$ cat src/rtl/v2_op_centric_deque.sv
// rtl/v2_op_centric_deque.sv - double-ended queue with push/pop at both ends, each with its own en/rdy pair
// Optional OCQ_OCCUPANCY_EN adds a registered occupancy output.
module v2_op_centric_deque #(
  parameter int p_depth    = 8,
  parameter int p_bitwidth = 32
) (
  input  logic                  clk,
  input  logic                  rst,
  input  logic                  push_back_en,
  output logic                  push_back_rdy,
  input  logic [p_bitwidth-1:0] push_back_data,
  input  logic                  push_front_en,
  output logic                  push_front_rdy,
  input  logic [p_bitwidth-1:0] push_front_data,
  input  logic                  pop_front_en,
  output logic                  pop_front_rdy,
  output logic [p_bitwidth-1:0] pop_front_data,
  input  logic                  pop_back_en,
  output logic                  pop_back_rdy,
  output logic [p_bitwidth-1:0] pop_back_data
`ifdef OCQ_OCCUPANCY_EN
  ,
  output logic [$clog2(p_depth+1)-1:0] occupancy
`endif
);

  localparam int PW = $clog2(p_depth);
  localparam int CW = $clog2(p_depth + 1);
  localparam logic [PW-1:0] LAST = PW'(p_depth - 1);
  localparam logic [CW-1:0] FULL = CW'(p_depth);

  // Pointers wrap modulo p_depth so non-power-of-2 depths work
  function automatic logic [PW-1:0] ptr_inc(input logic [PW-1:0] p);
    return (p == LAST) ? '0 : p + 1'b1;
  endfunction

  function automatic logic [PW-1:0] ptr_dec(input logic [PW-1:0] p);
    return (p == '0) ? LAST : p - 1'b1;
  endfunction

  logic [p_bitwidth-1:0] mem [p_depth];
  logic [PW-1:0]         head, tail, head_nxt, tail_nxt, head_m1, tail_m1, wr_addr;
  logic [CW-1:0]         count, count_nxt;
  logic [p_bitwidth-1:0] wr_data;
  logic                  do_push_back, do_push_front, do_pop_front, do_pop_back;
  logic                  do_push, do_pop;

  assign push_back_rdy  = (count != FULL);
  assign push_front_rdy = (count != FULL);
  assign pop_front_rdy  = (count != '0);
  assign pop_back_rdy   = (count != '0);

  assign head_m1 = ptr_dec(head);
  assign tail_m1 = ptr_dec(tail);

  // push_back beats push_front, pop_front beats pop_back
  assign do_push_back  = push_back_en & push_back_rdy;
  assign do_push_front = push_front_en & push_front_rdy & ~push_back_en;
  assign do_pop_front  = pop_front_en & pop_front_rdy;
  assign do_pop_back   = pop_back_en & pop_back_rdy & ~pop_front_en;
  assign do_push       = do_push_back | do_push_front;
  assign do_pop        = do_pop_front | do_pop_back;

  always_comb begin
    head_nxt  = head;
    tail_nxt  = tail;
    count_nxt = count;
    wr_addr   = tail;
    wr_data   = push_back_data;
    // A push and pop at the same end reuse the freed slot and leave that pointer alone
    if (do_push_back) begin
      wr_addr = do_pop_back ? tail_m1 : tail;
      if (!do_pop_back) tail_nxt = ptr_inc(tail);
    end else if (do_push_front) begin
      wr_data = push_front_data;
      wr_addr = do_pop_front ? head : head_m1;
      if (!do_pop_front) head_nxt = head_m1;
    end
    if (do_pop_front && !do_push_front) head_nxt = ptr_inc(head);
    if (do_pop_back && !do_push_back)   tail_nxt = tail_m1;
    if (do_push && !do_pop)      count_nxt = count + 1'b1;
    else if (do_pop && !do_push) count_nxt = count - 1'b1;
  end

  always_ff @(posedge clk) begin
    if (do_push) mem[wr_addr] <= wr_data;
  end

  always_ff @(posedge clk or posedge rst) begin
    if (rst) begin
      head           <= '0;
      tail           <= '0;
      count          <= '0;
      pop_front_data <= '0;
      pop_back_data  <= '0;
    end else begin
      head  <= head_nxt;
      tail  <= tail_nxt;
      count <= count_nxt;
      if (do_pop_front) pop_front_data <= mem[head];
      if (do_pop_back)  pop_back_data  <= mem[tail_m1];
    end
  end

`ifdef OCQ_OCCUPANCY_EN
  assign occupancy = count;
`endif

endmodule

$ cat config.mk
export PLATFORM = sky130hd
export DESIGN_NAME = v2_op_centric_deque
export DESIGN_NICKNAME = d
export VERILOG_FILES = /design/src/rtl/v2_op_centric_deque.sv
export SDC_FILE = /design/constraint.sdc
export NUM_CORES = 1
export LEC_CHECK = 0
export ABC_AREA = 1
export BUFFER_PORTS_ARGS = -buffer_cell sky130_fd_sc_hd__buf_2
export CORE_MARGIN = 3
export CORE_UTILIZATION = 54
export CTS_CLUSTER_SIZE = 12
export DETAILED_ROUTE_END_ITERATION = 10
export PLACE_DENSITY = 0.76
export SLEW_MARGIN = 20
export SYNTH_ARGS = -nofsm -noshare
export SYNTH_HDL_FRONTEND = slang
export SYNTH_SLANG_ARGS = --single-unit
$ cat constraint.sdc
create_clock -name clk -period 3.15 [get_ports clk]
set_input_delay 0.1575 -clock clk [delete_from_list [all_inputs] [get_ports clk]]
set_output_delay 0.1575 -clock clk [all_outputs]
set_load 0.02 [all_outputs]
# After elaboration in Yosys (flattened, before gate mapping)
# Memory sizes are Yosys's and may differ from the RTL's. A register that Yosys moved wholly into a read port is not among the register bits.
# Index checks and enable logic that the tools add are counted.
# classes
n_bitwise	10
mux	20
reduce_logical	16
addsub	6
eq_ne	5
# ops
op	count
32-bit two-way mux	2
3-bit two-way mux	14
4-bit two-way mux	2
3-bit by 1-bit adder with 3-bit output (second input constant)	2
1-bit AND	6
3-bit == test (second input constant)	2
3-bit logical NOT	2
2-bit nonzero test	3
3-bit by 1-bit subtractor with 3-bit output (second input constant)	2
4-bit by 1-bit adder with 4-bit output (second input constant)	1
1-bit logical AND	4
1-bit logical NOT	4
2-bit by 1-bit inequality test with 1-bit output (second input constant)	2
4-bit inequality test (second input constant)	1
2-bit AND reduction	2
4-bit nonzero test	1
4-bit by 1-bit subtractor with 4-bit output (second input constant)	1
1-bit two-way mux	2
1-bit NOT	2
1-bit OR	2
# word_totals
reg_bits	10
out_inout_bits	68
n_memories	1
ram_bits	256
in_bits	70
# mem_list
name	words	width	rd	rd_ports_with_merged_regs	wr	line_no	text
mem	8	32	2	2	1	41	logic [p_bitwidth-1:0] mem [p_depth];

# Depth between registers and ports, before layout
# depth
depth_word	8
depth_mapped	15

# Least setup slack after synthesis
# Ideal clock, no wire load.
# synth_path
path_type	reg2reg
from	register head[0]
to	memory mem[2][0], enable pin
setup_time_ns	0.421
path_slack_ns	-0.322
arrival_ns	3.051
required_ns	2.729
period_less_slack_ns	3.472
stages_incl_launch_ff	15
cell_sequence	dfrtp_1 > buf_2 > inv_2 > clkbuf_1 > ha_1 > inv_1 > nand2_1 > nand3_1 > nand2_1 > o21ai_1 > nand2_1 > nand2_1 > nor2_2 > nand2_1 > nor2_1
# synth_between
elab_chain_cells	5
word_cells_on_any_way	6
classes_between	add/sub (1); mux (4); reduce/logical (1)
# synth_rtl
item	line_no	text
start, declared	42	logic [PW-1:0] head, tail, head_nxt, tail_nxt, head_m1, tail_m1, wr_addr;
start signal, assigned	97	head <= head_nxt;
3-bit by 1-bit subtractor with 3-bit output / 3-bit logical NOT (equally long branches)	38	return (p == '0) ? LAST : p - 1'b1;
3-bit two-way mux	38	
3-bit two-way mux *	-	
3-bit two-way mux *	74	end else if (do_push_front) begin
3-bit two-way mux *	71	if (do_push_back) begin
end, declared	41	
# Mark *: on every way between the ends. The rest lies on a longest branch, timed or not.

# Final worst setup path
# layout_path
from	register tail[0]
to	register pop_back_data[22] (read register of mem)
# layout_between
elab_chain_cells	2
word_cells_on_any_way	3
classes_between	add/sub (1); mux (1); reduce/logical (1)
# layout_rtl
item	line_no	text
start, declared	42	
start signal, assigned	98	tail <= tail_nxt;
3-bit by 1-bit subtractor with 3-bit output / 3-bit logical NOT (equally long branches)	38	
3-bit two-way mux *	38	
end, declared	20	output logic [p_bitwidth-1:0] pop_back_data
# Marked as above.
# A chain may end at the register's enable or synchronous reset.

==> results_dict.tcl <==
set metrics [dict create \
    drcViolationCount 0 \
    synth.distinct_cells 31 \
    initial_core_util_pct 55.24 \
    drt-vias-per-instance 6.127 \
    drtPass1Iterations 6 \
    syn-num-nets 1659 \
    syn_area_um2 15470 \
    cts_max_level 2 \
    syn_area_per_cell_um2 9.817 \
    grt_first_pass_wirelength_um 67740 \
    cts_buffer_depth 3 \
    hold_violations 0 \
    io_buffers 137 \
    fin_tns_setup_ns 0 \
    grt.met3_usage_pct 4.107 \
    synth_seq_cells 330 \
    status "finished, final reports clean" \
    via_count 12740 \
    ir_drop_v 0.0007806 \
    place_congestion 0.8451 \
    cts_resized 0 \
    first_global_vias 12580 \
    synthCells 1576 \
    relSlewSlack_pct 20.88 \
    post-route-min-period_ns 2.822 \
    final_common_cell "nand2_1" \
    cts_tree "yes" \
    coreArea_um2 28010 \
    worstSetupEndpointType "register" \
    antenna_found_initial 0 \
    yosysWarningCount 0 \
    io_pins 138 \
    top_usage_layer "met2" \
    layout_common_cells "nand2_1, edfxtp_1, o21ai_0" \
    ant_nets 0 \
    fmax_mhz 354.4 \
    clk_pin_slew_ns 0.06 \
    arrival_ns 3.27 \
    std_cell_rows 61 \
    final_cells 2079 \
    overflow 0 \
    nFillCells 2234 \
    worstSetupStartpointType "register" \
    cts_buffers 36 \
    routedWlPerCell_um 21.13 \
    clk_latency_ns 0.52 \
    cp_data_required_time_ns 3.60 \
    drive_gt1_share_pct 15.05 \
    hold_class "in2reg" \
    fin_util_pct 63.05 \
    grt_max_degree 162 \
    setup_ws_ns 0.3282 \
    dieHeight_um 175.3 \
    rsz0062_at_grt "false" \
    grt_use_total_pct 28.00 \
    antennaDiodeCount 0 \
    ctsHoldBuffers 1 \
    post-cts-setup-buffers 0 \
    use_met2_pct 45.06 \
    tightest_slew_ns 1.184 \
    die-area_um2 30720 \
    syn_to_final_growth_pct 14.15 \
    fin_skew_ns 0.01663 \
    die_w_um 175.3 \
    power.density_nw_per_um2 1100 \
    dp.cells 2013 \
    dp_hpwl_um 24680 \
    routed_wl_um 43940 \
    post-place-ws_ns 0.4100 \
    cap_violations 0 \
    drv_slew 0 \
    crit_type "reg2reg" \
    setup_viol_count_final 0 \
    cts_root_buffer "clkbuf_16" \
    synth-seq-area-share_pct 61.65 \
    worst_hold_slack_ns 0.09681 \
    clock-sinks 330 \
    period_share_pct 89.58 \
    drt_iter0_markers 1604 \
    num-nets-final 1757 \
    worstPathMaxFanout 96 \
    leakage_nw 6.883 \
    use_met1_pct 38.62 \
]
==> cell families after synthesis <==
family	share of synthesized area, %
buf+inv	4.876
fa+ha+maj	1.100
flops	61.65
simple gates	14.97
compound gates	17.12
xor+xnor	0.2831
==> metal layers <==
metal / wire [µm] / part of all wire, % / vias up
li1: - / - / 5756
met1: 17410 / 40 / 5980
met2: 20580 / 47 / 876
met3: 4589 / 10 / 127
met4: 1363 / 3.1 / 0
met5: 0 / 0 / -
==> path summary, 6_finish.rpt <==
kind	from	cells after the start	slack [ns]	end
hold / removal	push_front_data[13]	3	0.1	mem[0][13]
setup / recovery	tail[0]	8	0.33	pop_back_data[22]
setup reg to reg	tail[0]	8	0.33	pop_back_data[22]
hold reg to reg	pop_front_data[7]	2	0.47	pop_front_data[7]
max in group asynchronous	rst	4	2.07	pop_back_data[25]
min in group asynchronous	rst	3	0.30	pop_back_data[10]
==> power breakdown <==
part | internal [W] | leakage (nW) | total [W] | switching (W)
Clock | 0.00238 | 0.543 | 0.00403 | 0.00165
Sequential | 0.00601 | 3.25 | 0.00660 | 0.000581
Combinational | 0.00259 | 3.09 | 0.00880 | 0.00621
Total | 0.0110 | 6.88 | 0.0194 | 0.00845
==> registers in the layout (all words and copies together), names as in the netlist <==
signal          flops
mem               256
pop_back_data      32
pop_front_data     32
count               4
head                3
tail                3
==> stage by stage <==
stage / power (W) / area, µm²
floorplan: 0.01254 / 15480
detailed placement: 0.01521 / 16520
CTS: 0.01927 / 17660
finish: 0.01943 / 17660
global route: 0.02052 / 17660
global placement: 0.01494 / 16520
==> synthesized netlist by cell type (all sizes together) <==
library cell,n,area [µm²]
a21o,1,7.510
o211ai,43,322.8
a21oi,71,362.8
xor2,2,17.52
inv,60,225.2
nor2,209,802.0
ha,12,150.1
o221ai,25,219.0
o21ai,297,1486
xnor2,3,26.28
nand3,68,357.8
buf,50,289.0
fa,1,20.02
edfxtp,256,7687
nand2,299,1150
dfrtp,74,1852
o22ai,40,250.2
nand4,1,6.260
clkbuf,64,240.2
==> worst max-delay path: stages (launching register included) <==
cell and delay, ns:
dfrtp_1 0.49, inv_1 0.13, ha_1 0.34, inv_2 0.06, buf_4 0.84, o21ai_0 0.31, o22ai_1 0.27, nand2_1 0.12
nand3_1 0.15
==> cell type report <==
| class | count | area [µm²] | share of cell area, % |
|---|---|---|---|
| timing repair buffer | 174 | 1041 | 5.894 |
| tap | 378 | 473.0 | 2.678 |
| clock buffer | 55 | 1045 | 5.915 |
| clock inverter | 10 | 86.33 | 0.4888 |
| sequential | 330 | 9544 | 54.04 |
| inverter | 60 | 226.5 | 1.282 |
| multi-input combinational | 1072 | 5246 | 29.70 |
Power figures use the tool's default switching activity.
